File: src/rtl/lsu_pkg.sv
// lsu_pkg: shared size encodings, FSM states and default memory depth for the load/store initiator
package lsu_pkg;
  localparam logic [1:0] SZ_BYTE = 2'b00;
  localparam logic [1:0] SZ_HALF = 2'b01;
  localparam logic [1:0] SZ_WORD = 2'b10;
  localparam int DEF_MEM_WORDS = 64;
  typedef enum logic [2:0] {IDLE, RD, CAP, MERGE, WR, RESP} state_t;
endpackage

File: src/rtl/lsu_lane_align.sv
// lsu_lane_align: little-endian lane extraction/extension for loads and lane merge for sub-word stores
module lsu_lane_align (
  input  logic [31:0] word_in,
  input  logic [31:0] wdata,
  input  logic [1:0]  lane,
  input  logic [1:0]  size,
  input  logic        uns,
  output logic [31:0] load_data,
  output logic [31:0] merged
);
  logic [1:0]  eff;
  logic [31:0] sh, ws, mask;
  // word ignores the lane, half uses only addr[1]; size 11 falls into the word branch
  always_comb begin
    eff = size[1] ? 2'b00 : size[0] ? {lane[1], 1'b0} : lane;
    sh = word_in >> {eff, 3'b000};
    ws = wdata << {eff, 3'b000};
    mask = (size[1] ? 32'hFFFF_FFFF : size[0] ? 32'h0000_FFFF : 32'h0000_00FF) << {eff, 3'b000};
    load_data = size[1] ? sh : size[0] ? {{16{~uns & sh[15]}}, sh[15:0]} : {{24{~uns & sh[7]}}, sh[7:0]};
    merged = (word_in & ~mask) | (ws & mask);
  end
endmodule

File: src/rtl/lsu_mem_initiator.sv
// lsu_mem_initiator: load/store initiator to a word-addressed sync memory; LSU_ADDR_CHECK_EN enables alignment/range rejection
module lsu_mem_initiator
  import lsu_pkg::*;
#(
  parameter int MEM_WORDS = DEF_MEM_WORDS
) (
  input  logic        CLK,
  input  logic        RST_N,
  input  logic        req_valid,
  output logic        req_ready,
  input  logic        req_we,
  input  logic [1:0]  req_size,
  input  logic        req_unsigned,
  input  logic [31:0] req_addr,
  input  logic [31:0] req_wdata,
  output logic        rsp_valid,
  input  logic        rsp_ready,
  output logic [31:0] rsp_rdata,
  output logic        rsp_err,
  output logic        MemRead,
  output logic        MemWrite,
  output logic [31:0] Address,
  output logic [31:0] Write_data,
  input  logic [31:0] Read_data
);
  state_t      state_q, state_d;
  logic        acc, err, we_q, uns_q;
  logic [1:0]  size_q, lane_q;
  logic [29:0] idx;
  logic [31:0] wdata_q, load_data, merged;
  assign acc = req_valid && req_ready;
`ifdef LSU_ADDR_CHECK_EN
  assign err = (req_size == SZ_HALF && req_addr[0]) || (req_size[1] && req_addr[1:0] != 2'b00) ||
               (req_addr[31:2] >= 30'(MEM_WORDS));
  assign idx = req_addr[31:2];
`else
  assign err = 1'b0;
  assign idx = req_addr[31:2] % 30'(MEM_WORDS);
`endif
  lsu_lane_align u_align (
    .word_in  (Read_data),
    .wdata    (wdata_q),
    .lane     (lane_q),
    .size     (size_q),
    .uns      (uns_q),
    .load_data(load_data),
    .merged   (merged)
  );
  // state register; reset drops the strobes immediately since they decode the state
  always_ff @(posedge CLK or negedge RST_N) begin
    if (!RST_N) state_q <= IDLE;
    else state_q <= state_d;
  end
  // next state and decoded handshake/strobe outputs
  always_comb begin
    state_d = state_q;
    req_ready = state_q == IDLE;
    rsp_valid = state_q == RESP;
    MemRead = state_q == RD;
    MemWrite = state_q == WR;
    case (state_q)
      IDLE:    if (acc) state_d = err ? RESP : (req_we && req_size[1]) ? WR : RD;
      RD:      state_d = we_q ? MERGE : CAP;
      CAP:     state_d = RESP;
      MERGE:   state_d = WR;
      WR:      state_d = RESP;
      RESP:    if (rsp_ready) state_d = IDLE;
      default: state_d = IDLE;
    endcase
  end
  // request latch, memory port registers and response registers
  always_ff @(posedge CLK or negedge RST_N) begin
    if (!RST_N) begin
      we_q <= 1'b0;
      uns_q <= 1'b0;
      size_q <= SZ_BYTE;
      lane_q <= 2'b00;
      wdata_q <= '0;
      rsp_rdata <= '0;
      rsp_err <= 1'b0;
      Address <= '0;
      Write_data <= '0;
    end else begin
      if (acc) begin
        we_q <= req_we;
        uns_q <= req_unsigned;
        size_q <= req_size;
        lane_q <= req_addr[1:0];
        wdata_q <= req_wdata;
        rsp_rdata <= '0;
        rsp_err <= err;
        if (!err) Address <= {2'b00, idx};
        if (!err && req_we && req_size[1]) Write_data <= req_wdata;
      end
      if (state_q == CAP) rsp_rdata <= load_data;
      if (state_q == MERGE) Write_data <= merged;
    end
  end
endmodule
File: config.mk
export PLATFORM = sky130hd
export DESIGN_NAME = lsu_mem_initiator
export DESIGN_NICKNAME = d
export VERILOG_FILES = /design/src/rtl/lsu_pkg.sv /design/src/rtl/lsu_lane_align.sv /design/src/rtl/lsu_mem_initiator.sv
export SDC_FILE = /design/constraint.sdc
export NUM_CORES = 1
export LEC_CHECK = 0
export ABC_AREA = 1
export CORE_UTILIZATION = 47
export DETAILED_ROUTE_END_ITERATION = 10
export PLACE_DENSITY = 0.78
export SKIP_LAST_GASP = 1
export SLEW_MARGIN = 15
export SYNTH_ARGS = -nofsm -noshare
export SYNTH_HDL_FRONTEND = slang
export SYNTH_SLANG_ARGS = --single-unit
File: constraint.sdc
create_clock -name CLK -period 1.8 [get_ports CLK]
set_input_delay 0.36 -clock CLK [delete_from_list [all_inputs] [get_ports CLK]]
set_output_delay 0.36 -clock CLK [all_outputs]
set_load 0.1 [all_outputs]
==> Word-level counts from Yosys, hierarchy flattened <==
Cells that the tools add are included.
{ "word_totals": {"reg_bits": 111, "latchBits": 0, "mem_bits_rw": 0, "mem_bits_ro": 0, "in_bits": 104, "out_inout_bits": 101, "word_cells": 51, "memories": 0} }
{ "classes": {"n_addsub": 0, "n_mul": 0, "n_div": 0, "n_lt_le_gt_ge": 0, "n_eq_ne": 7, "n_shift": 3, "muxes": 16, "bitwise_logic": 7, "reduce_logical": 9} }
{ "op_table": {"columns": ["cell", "count"], "rows": [
  ["two-way mux 32 bit", 8],
  ["AND 32 bit", 2],
  ["<< shifter 32 x 5 -> 32 bit", 2],
  ["inverter 32 bit", 1],
  ["bitwise OR 32 bit", 1],
  [">> shifter 32 x 5 -> 32 bit", 1],
  ["two-way mux 16 bit", 1],
  ["one-hot mux 3 bit (5 select lines)", 1],
  ["two-way mux 3 bit", 3],
  ["equality test 3 x 2 -> 1 bit, second input constant", 2],
  ["equality test 3 bit, second input constant", 2],
  ["nonzero test 2 bit", 3],
  ["inequality test 2 x 1 -> 1 bit, second input constant", 2],
  ["AND reduction 2 bit", 2],
  ["equality test 3 x 1 -> 1 bit, second input constant", 1],
  ["logical NOT 3 bit", 1],
  ["AND 1 bit", 2],
  ["logical AND 1 bit", 2],
  ["two-way mux 1 bit", 2],
  ["two-way mux 2 bit", 1],
  ["OR reduction 2 bit", 1],
  ["inverter 1 bit", 1]
]} }

==> Depth between registers and ports, before layout <==
Gate-level depths: netlist (run 1).
{ "logic_depth": {"word_depth": 7, "depth_mapped": 10} }

==> Hierarchy <==
A second synthesis (run 1) with hierarchy kept.
{ "unflattened": {"hier_cells": 1005, "hier_area_um2": 6941.7} }
{ "modules_own_cells": {"columns": ["module", "n_inst", "cells_per_inst", "area_per_inst_um2", "seq_area_each_um2"], "rows": [
  ["lsu_mem_initiator", 1, 644, 5277.6, 2777.7],
  ["lsu_lane_align", 1, 361, 1664.1, 0.0]
]} }

==> Worst setup path after synthesis (run 1) <==
Ideal clock, no wire load.
{ "synth_timing": {"path_kind": "reg-to-reg", "from": "reg state_q[2]", "to": "reg state_q[0]", "arrival_time_ns": 3.146, "slack_ns": -1.467, "stages_incl_launch_ff": 7, "path_cell_list": "dfrtp_1 -> inv_1 -> nor3_1 -> nand2_1 -> o21ai_0 -> o21bai_1 -> nand2_1"} }
{ "synth_via": {"elab_cells_between_ends": 12, "classes_between": "eq/ne: 7; mux: 1; reduce/logical: 4"} }
{ "synth_lines": {"columns": ["item", "line", "rtl"], "rows": [
  ["from (decl)", "lsu_mem_initiator.sv:26", "state_t state_q, state_d;"],
  ["from (signal assigned)", "lsu_mem_initiator.sv:52", "else state_q <= state_d;"],
  ["equality test 3 bit (*)", null, null],
  ["net rsp_valid", "lsu_mem_initiator.sv:16", "output logic rsp_valid,"],
  ["inequality test 2 x 1 -> 1 bit (no source line)", null, null],
  ["AND reduction 2 bit (no source line)", null, null]
]} }
Mark *: on every way through the listed nets, which the timed path passes. The rest lies on a longest branch.
A chain may end at the register's enable or synchronous reset.

==> Worst setup path in the final report (run 1) <==
{ "layout_timing": {"from": "reg state_q[1]", "to": "out req_ready"} }
{ "layout_via": {"elab_chain_cells": 1} }
{ "layout_lines": {"columns": ["item", "line", "rtl"], "rows": [
  ["logical NOT 3 bit", "lsu_mem_initiator.sv:57", "req_ready = state_q == IDLE;"],
  ["to (decl)", "lsu_mem_initiator.sv:10", "output logic req_ready,"]
]} }
Every way passes these cells.

==> metrics, run 1 <==
Post-Syn Instances between 800 and 900; Die Wd around 120 um; Fin Setup TNS 0 ps; final hold violation count 0; PortBufs around 150; crit end category output port; flops & latches, synth about 110; status complete, no violations; P&R area growth vs syn 47.4%; CORE AREA 12800 sq um; I/O Pins between 200 and 250; RSZ-0062 raised after global routing true; Final min period around 1800 ps; Critical Path Start Type flop; CTS Buf Count 9; Post-Layout Cell Count between 1000 and 1500; Filler Cells Inserted 970; number of cell rows roughly 40; setup violators final 0; count of buffer and inverter cells on the critical path 3; vias in the first global route just over 6000; CTS max path bufs 2; Final HPWL DP between 10000 and 15000 um; Hold Crit Class input port to asynchronous set/reset pin; Crit Path Max Fanout 6; GP Congestion between 0.9 and 1; Reg clk slew, reported paths 80 ps; share of cells above drive strength 1 around 18%; number of remaining DRC errors 0; critical path's slowest cell dfrtp_2; most frequent cells in the layout nand2_1, dfrtp_1, nand3_1, buf_12, inv_1; final WL approximately 19000 um; critical path class flop to output port; CTS sink cnt between 100 and 150; Routed Antenna Nets 0; largest area contributor in the netlist dfrtp_1; area of the die roughly 14000 sq um; H-tree Lvls 3; Antenna Cells 0; TritonCTS clock tree done; Vias/cell approximately 5.4; largest net degree at the start of global routing 46; Slowest Stage Delay on Critical Path ~460 ps; die height approximately 120 um; Placement Setup Slack -96.4 ps; wire per inst 16.4 um; Detailed Route Iter0 Violations 550; CP top delay family flip-flops; first-pass iteration count of the detailed router 6; crit path DAT roughly 1400 ps; Final nets 1111; Synth Warn # 0; Initial Utilization between 40% and 50%; post-synthesis cell type count 33; Clock Latency Late Sink 360 ps; worst path required time ~1400 ps; register area share after synthesis around 44%; antenna violations before repair 0; Mapped Area 6270 sq um; grt total ovfl 0; setup ws final 20.2 ps; placed cell areas between 8000 and 9000 sq um; critical-path cell list inv_1, nand3_2, clkinvlp_4, buf_12; global-route wire length before repair approximately 31000 um; Placed Cells ~1200; Fmax between 500 and 600 MHz; synthesized area per cell 7.52 sq um; top post-synthesis cells by area dfrtp_1, nand2_1, nand3_1, inv_1, buf_4; max-slew violations 0; GRT Overall Usage ~29%; Clock Skew 10.9 ps; commonest non-fill, non-tap cell in the layout nand2_1; vias post-DR about 6400; root buf cell clkbuf_16; Final Cycle Share a little over nine tenths; Max Cap Viol 0; post-route cell area a little over 9000 sq um; share of the synthesized area in the top cell type approximately 44%
-- path summary, 6_finish.rpt --
path                                   startpoint                         end  slack, ps  depth (start not counted)
max in group asynchronous                   RST_N   rsp_rdata[10]$_DFFE_PN0P_        740                          3
setup reg to reg           state_q[2]$_DFFE_PN0P_  Write_data[21]$_DFFE_PN0P_         80                          8
hold reg to reg                  we_q$_DFFE_PN0P_            we_q$_DFFE_PN0P_        490                          2
min in group CLK                 we_q$_DFFE_PN0P_            we_q$_DFFE_PN0P_        490                          2
hold / removal                              RST_N  Write_data[20]$_DFFE_PN0P_        470                          2
setup / recovery           state_q[1]$_DFFE_PN0P_                   req_ready         20                          4
-- per-layer routing --
metal	up-vias	track usage, %	routed length (um)
met4	0	13.9	828
li1	3003	-	-
met3	69	4.75	1620
met2	377	46.2	9130
met5	-	0	0
met1	2999	37.2	7810
-- logic make-up (layout without fill, tap and decap cells) --
kind of cell           after synthesis  after routing  share of synthesized area (%)
DFF                                111            111                           44.3
other                                1             27                         0.0598
buffers and inverters              162            314                           12.9
AOI/OAI and AO/OA                  171            171                           16.0
and+or+nand+nor                    389            389                           26.7
-- area by class of cell --
cell class	count	area [sq um]	area share [%]
flip-flops and latches	111	2780	30.1
clock buffers	11	243	2.63
inverters	90	347	3.75
repair buffers	208	2790	30.2
well taps	172	215	2.33
multi-input cells	587	2820	30.5
clock inverters	5	48.8	0.528
-- sequential cells by signal, summed over array words and instances (netlist names) --
register	cells
size_q	2
wdata_q	32
lane_q	2
rsp_rdata	32
uns_q	1
Address	6
we_q	1
state_q	3
Write_data	32
-- stage by stage --
step / hold WS [ps] / utilization [%]
floorplan: 64.4 / -
detailed placement: 320 / 69.4
finish: 471 / 72.1
global placement: 320 / 69.4
global route: 515 / 72.1
CTS: 484 / 71.7
-- repair_timing --
item | 4_1_cts | 5_1_grt
buffers inserted | 0 | 3
gates resized for setup | 1 | 8
endpoints found under the setup margin | 1 | 31
hold endpoints to repair | 28 | 0
pin swaps | 0 | 2
hold buffers | 1 | 0
-- cells in the mapped netlist --
cell type	instances
a211oi_1	1
a21oi_1	43
a21oi_4	1
a22o_1	1
a31oi_1	7
buf_1	4
buf_2	20
buf_4	33
buf_6	7
clkbuf_1	8
clkinv_1	1
conb_1	1
dfrtp_1	111
inv_1	82
inv_2	6
inv_4	1
nand2_1	254
nand2_2	7
nand2_4	3
nand3_1	82
nand3_2	3
nand3b_1	1
nand4_1	2
nor2_1	28
nor2_4	1
nor2_8	2
nor3_1	6
o211ai_1	17
o21a_1	19
o21ai_0	48
o21ai_1	14
o21bai_1	4
o22ai_1	16
-- worst register-to-register path, cell delays in order, from the launching register on --
cell and delay (ps):
dfrtp_1 410, inv_2 90, nand3_1 240, clkinv_1 270
buf_4 240, a21oi_1 130, o21ai_0 130, nand2_1 80
inv_1 40
Power of run 1 is left out: the tool's default activity adds up to more than one toggle a clock period on the data nets, which glitch-free logic cannot reach.
==> run 2, diff against run 1 <==
--- a/config.mk
+++ b/config.mk
@@ -6,11 +6,12 @@
 export NUM_CORES = 1
 export LEC_CHECK = 0
 export ABC_AREA = 1
-export CORE_UTILIZATION = 47
+export CORE_UTILIZATION = 48
 export DETAILED_ROUTE_END_ITERATION = 10
-export PLACE_DENSITY = 0.78
+export PLACE_DENSITY = 0.77
 export SKIP_LAST_GASP = 1
 export SLEW_MARGIN = 15
 export SYNTH_ARGS = -nofsm -noshare
 export SYNTH_HDL_FRONTEND = slang
+export SYNTH_HIERARCHICAL = 1
 export SYNTH_SLANG_ARGS = --single-unit
==> metrics, run 2 <==
Switching Share between 50% and 60%; Final HPWL DP 16300 um (was 14700 um); Post-synth EDFFs 0 (unchanged); Synth Warn # 6 (was 0); PortBufs 153 (unchanged); global-route wire length before repair 34200 um (was 31200 um); antenna violations before repair 0 (unchanged); Hold Crit Class input port to asynchronous set/reset pin (unchanged); critical path class flop to flop (was flop to output port); commonest non-fill, non-tap cell in the layout nand2_1 (unchanged); Final Cycle Share 98.3% (was 98.9%); Max Cap Viol 0 (unchanged); Post-Syn Instances 1005 (was 834); die height 122 um (was 118 um); Clock Skew 4.80 ps (was 10.9 ps); r2r setup slk 30 ps (was 80 ps); Antenna Cells 0 (unchanged); CORE AREA 14000 sq um (was 12800 sq um); synthesized area per cell 6.91 sq um (was 7.52 sq um); Cell Int Power 10500 uW; CTS Buf Count 9 (unchanged); number of remaining DRC errors 0 (unchanged); root buf cell clkbuf_16 (unchanged); first-pass iteration count of the detailed router 5 (was 6); Reg clk slew, reported paths 70 ps (was 80 ps); TritonCTS clock tree done (unchanged); Async SR Flop Fraction 100% (unchanged); top post-synthesis cells by area dfrtp_1, nand2_1, nand3_1, inv_1, buf_4 (unchanged); H-tree Lvls 3 (unchanged); pwr/cell area about 2300 nW/um^2; crit path DAT 2020 ps (was 1420 ps); Crit Path Max Fanout 14 (was 6); Final Core Density 72.3% (was 72.1%); vias post-DR 7348 (was 6448); Detailed Route Iter0 Violations 760 (was 550); flops & latches, synth 111 (unchanged); setup violators final 0 (unchanged); Final nets 1265 (was 1111); Crit Reg-Reg Endpoint Write_data[25]$_DFFE_PN0P_ (was Write_data[21]$_DFFE_PN0P_); register area share after synthesis 40.0% (was 44.3%); status complete, no violations (unchanged); Switch Pwr approximately 12000 uW; most frequent cells in the layout nand2_1, nand3_1, dfrtp_1 (was nand2_1, dfrtp_1, nand3_1, buf_12, inv_1); Most used DFF post-synth dfrtp_1 (unchanged); R2R cell count 14 (was 8); Reg power frac 20.5%; grt total ovfl 0 (unchanged); wire per inst 16.2 um (was 16.4 um); post-route cell area 10100 sq um (was 9250 sq um); largest net degree at the start of global routing 65 (was 46); Final min period 1770 ps (was 1780 ps); worst path required time 2050 ps (was 1440 ps); Mapped Area 6940 sq um (was 6270 sq um); GP Congestion 0.941 (was 0.925); GRT Overall Usage 29.8% (was 28.5%); vias in the first global route 6540 (was 6205); largest area contributor in the netlist dfrtp_1 (unchanged); share of the synthesized area in the top cell type 40.0% (was 44.3%); Comb pwr share between 70% and 80%; Post-Layout Cell Count 1346 (was 1184); RSZ-0062 raised after global routing true (unchanged); RR Startpoint size_q[1]$_DFFE_PN0P_ (was state_q[2]$_DFFE_PN0P_); final hold violation count 0 (unchanged); area of the die 14900 sq um (was 13800 sq um); Static Leak between 0.005 and 0.006 uW; CTS max path bufs 2 (unchanged); Initial Utilization 49.6% (was 48.9%); top-count cell post-synth nand2_1 (unchanged); P&R area growth vs syn 45.7% (was 47.4%); final WL 21800 um (was 19400 um); post-synthesis cell type count 31 (was 33); Die Wd 122 um (was 118 um); Critical Path Start Type flop (unchanged); Vias/cell 5.46 (was 5.45); biggest regs Write_data (32), rsp_rdata (32), wdata_q (32) (unchanged); number of cell rows 43 (was 41); share of cells above drive strength 1 16.5% (was 17.6%); Fmax 565 MHz (was 562 MHz); Routed Antenna Nets 0 (unchanged); I/O Pins 205 (unchanged); Synth top cells by count nand2_1, nand3_1, dfrtp_1, inv_1, o21ai_1 (was nand2_1, dfrtp_1, inv_1, nand3_1, o21ai_0); max-slew violations 0 (unchanged); clock share of power 9.5%; maximum vdd ir drop 1.42 mV; Clock Latency Late Sink 360 ps (about the same); CTS sink cnt 111 (unchanged); placed cell areas 9590 sq um (was 8890 sq um); crit end category flop (was output port); Placed Cells 1322 (was 1164)
-- run 2: worst max-delay path, stage by stage (launching register included) --
cell     delay [ps]
dfrtp_2         440
nor2_4          120
nand2_4         100
buf_4           170
buf_12          140
nand2_1          60
nand2_1          50
nand2_1          60
nand2_1          50
nand2_1          50
nand2_1          60
nand4_1         130
nand2_1          90
nand3_1          80
nand2_1          50
-- run 2: cell type report --
type	count	area (sq um)
Timing Repair Buffer	219	2960
Tap cell	180	225
Multi-Input combinational cell	728	3460
Sequential cell	111	2780
Inverter	92	360
Clock inverter	3	65.1
Fill cell	1106	3870
Clock buffer	13	260
-- run 2: repair_timing --
item | in CTS | in global routing
cloned | 0 | 2
buffers inserted | 2 | 3
endpoints found under the setup margin | 39 | 56
hold buffers | 1 | 0
resized for setup | 9 | 35
pin swaps | 0 | 12
hold endpoints to repair | 29 | 0
-- run 2: worst max path at each step --
stage / startpoint / endpoint / slack [ps] / depth (start not counted)
global placement: Read_data[31] / rsp_rdata[26]$_DFFE_PN0P_ / -80 / 9
detailed placement: size_q[1]$_DFFE_PN0P_ / Write_data[1]$_DFFE_PN0P_ / -110 / 11
CTS: size_q[1]$_DFFE_PN0P_ / Write_data[18]$_DFFE_PN0P_ / 6 / 10
floorplan: state_q[2]$_DFFE_PN0P_ / MemWrite / -110 / 4
global route: size_q[1]$_DFFE_PN0P_ / Write_data[25]$_DFFE_PN0P_ / -60 / 14
finish: size_q[1]$_DFFE_PN0P_ / Write_data[25]$_DFFE_PN0P_ / 30 / 14
-- run 2: cells by family (layout without fill, tap and decap cells) --
kind of cell / count (synthesis) / after routing / share of synthesized area (%)
AOI/OAI and AO/OA: 121 / 121 / 9.23
DFF: 111 / 111 / 40.0
other: 1 / 27 / 0.0540
muxes: 3 / 3 / 0.433
buffers and inverters: 192 / 327 / 13.3
and+or+nand+nor: 577 / 577 / 37.0
-- run 2: power by group through the flow --
stage	clock (uW)	combinational, uW	sequential (uW)
finish	2190	16000	4690
global route	2310	17000	4830
CTS	2210	15600	4680
detailed placement	0	15400	4710
global placement	0	15200	4690
floorplan	0	5810	8750
-- run 2: layer usage --
metal | vias to the layer above | routed length, um | GRT usage [%]
met3 | 40 | 1610 | 3.81
met1 | 3409 | 9470 | 42.1
met4 | 0 | 508 | 9.83
li1 | 3549 | - | -
met2 | 350 | 10200 | 47.2
met5 | - | 0 | 0
-- run 2: per-stage QoR --
step	TNS [ps]	hold WS [ps]	setup slack, ps	power (uW)
floorplan	-170	64.4	-114	14600
global placement	-1090	336	-79.9	19900
detailed placement	-1960	338	-115	20100
CTS	0	501	6.26	22500
global route	-418	530	-58.4	24100
finish	0	494	29.8	22900
Note: power is estimated with default switching activity, not from simulation.
==> patch 1, RTL diff (flow settings as in run 2) <==
Reset style: synchronous (`RST_N`), changed in 2 clocked blocks.
--- a/src/rtl/lsu_mem_initiator.sv
+++ b/src/rtl/lsu_mem_initiator.sv
@@ -47,7 +47,7 @@
     .merged   (merged)
   );
   // state register; reset drops the strobes immediately since they decode the state
-  always_ff @(posedge CLK or negedge RST_N) begin
+  always_ff @(posedge CLK) begin
     if (!RST_N) state_q <= IDLE;
     else state_q <= state_d;
   end
@@ -69,7 +69,7 @@
     endcase
   end
   // request latch, memory port registers and response registers
-  always_ff @(posedge CLK or negedge RST_N) begin
+  always_ff @(posedge CLK) begin
     if (!RST_N) begin
       we_q <= 1'b0;
       uns_q <= 1'b0;
Check against the original RTL: differs if RST_N is asserted again (counterexample within 4 cycles, from zero or initial values and one cycle with RST_N low); with RST_N held inactive, the same outputs for 10 cycles.
==> patch 1 against run 2 <==
  * Wire length fell by 4.9%
  * Design area fell by 4.6%
  * Setup slack improved by 0.038 ns
  * Sequential cell count did not move
  * Synthesized area fell by 5.6%
  * Clock skew rose by 0.0016 ns
  * Utilization rose by 0.27 points
Power is not compared: it rests on default switching activity, and its combinational part moved more than twofold at a synthesized area within 25%.
==> patch 1: results (changes against run 2) <==
M1 wire length: 8.78 mm (was 9.47 mm)
Buffers outside the clock class: 212 (was 219)
Setup slack after placement: -0.169 ns (was -0.115 ns)
Gates resized, CTS repair: 8 (was 9)
Routability-driven placement congestion ratio: 0.921 (was 0.941)
GR Layer Usage met2: 48.3% (was 47.2%)
Synth top cells by count: nand2_1 (365), dfxtp_1 (111), inv_1 (108), a21oi_1 (98), nand3_1 (96) (was nand2_1 (322), nand3_1 (192), dfrtp_1 (111), inv_1 (85), o21ai_1 (58))
Layout clock buffers: 12 (was 13)
DRT iter0 DRCs: 594 (was 760)
Post-synthesis compound-gate area fraction: 14.9% (was 9.23%)
Area leader, netlist: dfxtp_1 (was dfrtp_1)
Netlist cell types: 38 (was 31)
M3 GR Usage: 5.70% (was 3.81%)
Fin Clk Skew: 0.00636 ns (was 0.00480 ns)
Largest net degree at the start of global routing: 53 (was 65)
Outcome: completed (unchanged)
ClkCell Share: 3.26% (was 3.22%)
Top cells by area, synth: dfxtp_1 (34%), nand2_1 (21%), a21oi_1 (7.5%) (was dfrtp_1 (40%), nand2_1 (17%), nand3_1 (14%))
Comb_multi_in: 774 (was 728)
Slowest stage cell, crit path: dfxtp_1 (was dfrtp_2)
Via/cell ratio: 5.17 (was 5.46)
Non-clock inverters: 115 (was 92)
Critical path fanouts, max: 8 (was 14)
Dpl hpwl: 15.7 mm (was 16.3 mm)
GRT Total Usage: 29.6% (was 29.8%)
Min-delay worst type: reg2reg (was in2async)
R2R depth: 10 (was 14)
Fraction of registers with async set/reset: 0% (was 100%)
-- patch 1: how the worst max path moves through the flow --
stage / from / endpoint / slack (ns)
finish: state_q[1]$_SDFFE_PN0P_ / MemWrite / 0.07
floorplan: state_q[0]$_SDFFE_PN0P_ / rsp_valid / 0.07
global route: size_q[1]$_SDFFE_PN0P_ / Write_data[27]$_SDFFE_PN0P_ / -0.05
detailed placement: Read_data[15] / rsp_rdata[18]$_SDFFE_PN0P_ / -0.17
CTS: size_q[0]$_SDFFE_PN0P_ / Write_data[18]$_SDFFE_PN0P_ / -0.03
global placement: Read_data[15] / rsp_rdata[26]$_SDFFE_PN0P_ / -0.15
-- patch 1: stage by stage --
stage / cells / total power [mW] / hold WS [ns] / instance area [sq um]
global placement: 1385 / 8.19 / 0.452 / 9200
detailed placement: 1385 / 8.25 / 0.457 / 9200
global route: 1403 / 11.0 / 0.485 / 9650
CTS: 1401 / 10.4 / 0.468 / 9550
finish: 1403 / 10.5 / 0.470 / 9650
floorplan: 1094 / 6.44 / 0.445 / 6670
==> patch 2, RTL diff (flow settings as in run 2) <==
Without the edit above. Build with the macro `LSU_ADDR_CHECK_EN` defined.
--- a/src/rtl/lsu_mem_initiator.sv
+++ b/src/rtl/lsu_mem_initiator.sv
@@ -1,4 +1,6 @@
 // lsu_mem_initiator: load/store initiator to a word-addressed sync memory; LSU_ADDR_CHECK_EN enables alignment/range rejection
+`define LSU_ADDR_CHECK_EN
+
 module lsu_mem_initiator
   import lsu_pkg::*;
 #(
Formal check against the unedited RTL: not equivalent (a bounded check fails within 4 cycles, from zero or initial values and one cycle with RST_N low).
==> patch 2 against run 2 <==
  * Maximum frequency fell by 0.89%
  * Sequential share of layout area rose by 0.67 points
  * Sequential cell count rose by 25
  * Wire length rose by 16%
  * Synthesized area rose by 8.6%
  * Largest cell class is now non-clock buffers
  * Non-clock buffer count rose by 65
  * Setup slack got worse by 0.016 ns
  * Critical path depth fell by 10
  * Total power rose by 6.4%
  * Hold slack got worse by 0.038 ns
  * Synthesized cell count rose by 6.5%
  * Design area rose by 20%
==> patch 2: results (changes against run 2) <==
Outcome: completed (unchanged)
Setup slack after placement: -0.260 ns (was -0.115 ns)
Post-DP Area: 11,200 sq um (was 9590 sq um)
Routability-driven placement congestion ratio: 0.957 (was 0.941)
Net switching power: 12.5 mW (was 12.4 mW)
Min-delay worst type: in2reg (was in2async)
Nets: 1,416 (was 1,265)
Fin Clk Skew: 0.00825 ns (was 0.00480 ns)
Largest net degree at the start of global routing: 65 (unchanged)
Critical path fanouts, max: 3 (was 14)
Via count: 8,136 (was 7,348)
Hold_ws: 0.455 ns (was 0.494 ns)
Pre-antenna DRT Iters: 6 (was 5)
Worst skew pair latency: 0.43 ns (was 0.36 ns)
Static Leak: 6.20 nW (was 5.21 nW)
Most used DFF post-synth: dfrtp_1 (unchanged)
Peak supply drop: 1.60 mV (was 1.42 mV)
Layout cells sized above 1: 19.8% (was 16.5%)
Synth top cells by count: nand2_1 (398), dfrtp_1 (136), nand3_1 (129), inv_1 (121), o21ai_0 (84) (was nand2_1 (322), nand3_1 (192), dfrtp_1 (111), inv_1 (85), o21ai_1 (58))
Relative slew slack: 60.1%
DR WL/cell: 16.5 microns (was 16.2 microns)
Vias in the first global route: 7,734 (was 6,540)
Diode count: 0 (unchanged)
Max clock buf depth: 2 (unchanged)
Worst-path clk slew: 0.07 ns (about the same)
Num CTS Buffers: 17 (was 9)
Worst R2R Start: size_q[1]$_DFFE_PN0P_ (unchanged)
Top cells by area, synth: dfrtp_1 (45%), nand2_1 (20%), nand3_1 (8.6%) (was dfrtp_1 (40%), nand2_1 (17%), nand3_1 (14%))
GRT Total Usage: 31.6% (was 29.8%)
Largest regs: Write_data: 32 flops, rsp_rdata: 32 flops, wdata_q: 32 flops (unchanged)
Critical Path AT: 1.43 ns (was 2.02 ns)
Fillcell total: 1,024 (was 1,106)
Max H-tree Level: 4 (was 3)
FF-to-FF setup slack: 0.02 ns
First-pass GRT wire length: 39.4 mm (was 34.2 mm)
Initial antenna violation count: 0 (unchanged)
I/O Buffers: 202 (was 153)
Hold EP: Address[1]$_DFFE_PN0P_
Worst hold stages: 3
Root Buffer: clkbuf_16 (unchanged)
R2R depth: 10 (was 14)
Worst r2r dst: Write_data[19]$_DFFE_PN0P_ (was Write_data[25]$_DFFE_PN0P_)
Fin area: 12,100 sq um (was 10,100 sq um)
Dpl hpwl: 18.2 mm (was 16.3 mm)
Hold Startpoint: req_addr[3]
Fraction of registers with async set/reset: 100% (unchanged)
DRT iter0 DRCs: 807 (was 760)
Synth Warn #: 6 (unchanged)
Share of the yosys chip area belonging to registers: 45.2% (was 40.0%)
Netlist cell types: 35 (was 31)
-- patch 2: changes by cell type after synthesis, moves of 25 or more --
cell	change
nand2_1	+76
o21ai_1	-37
dfrtp_1	+25
nand4_1	-34
buf_4	-25
inv_1	+36
nor2_1	+41
o21ai_0	+51
nand3_1	-63
-- patch 2: kinds of logic after synthesis --
family	Yosys count	share of synthesized area (%)
mux	3	0.398
simple gates	602	33.6
compound gates	138	9.81
buf+inv	190	11.0
other cells	1	0.0498
flops	136	45.2
-- patch 2: area by class of cell --
type	count	area share, %
timing repair buffer	284	32.6
clock inverter	15	1.34
tap	211	2.18
multi-input combinational	745	28.1
inverter	128	4.06
sequential	136	28.2
clock buffer	17	3.52
-- patch 2: metrics by stage --
step,TNS [ns],std cells
finish,0,1536
global route,-0.482,1536
CTS,-0.0439,1526
detailed placement,-15.52,1489
global placement,-10.21,1489
floorplan,-0.0284,1071
-- patch 2: what timing repair did --
action,in CTS,in global routing
pin swaps,2,6
gates cloned,0,5
setup buffers,4,5
hold endpoints to repair,51,0
hold buffers,1,0
endpoints found under the setup margin,11,55
gates resized for setup,6,40
-- patch 2: power by group through the flow --
stage | Clock, mW | Sequential [mW] | Combinational [mW]
final | 3.50 | 5.25 | 15.6
after global routing | 3.65 | 5.36 | 16.4
after CTS | 3.52 | 5.21 | 14.9
after detailed placement | 0 | 5.23 | 14.7
after global placement | 0 | 5.20 | 14.5
after floorplan | 0 | 9.29 | 4.97
-- patch 2: layer usage --
layer / share of wire [%] / global-route usage, %
met3: 7.9 / 5.53
met4: 4.4 / 16.7
met1: 40 / 41.1
met5: 0 / 0
met2: 47 / 50.5
-- patch 2: how the worst max path moves through the flow --
stage,start,to,slack [ns]
after floorplan,state_q[1]$_DFFE_PN0P_,state_q[0]$_DFFE_PN0P_,-0.01
after global placement,req_size[1],Address[13]$_DFFE_PN0P_,-0.18
after detailed placement,req_size[1],Address[25]$_DFFE_PN0P_,-0.26
after CTS,state_q[1]$_DFFE_PN0P_,MemRead,-0.03
after global routing,size_q[1]$_DFFE_PN0P_,Write_data[21]$_DFFE_PN0P_,-0.05
final,state_q[0]$_DFFE_PN0P_,req_ready,0.01
-- patch 2: critical path, cell delays in order (launching register included) --
cell     delay (ns)
dfrtp_2        0.46
nor2_4         0.17
nand2_4        0.09
inv_2          0.09
buf_12         0.17
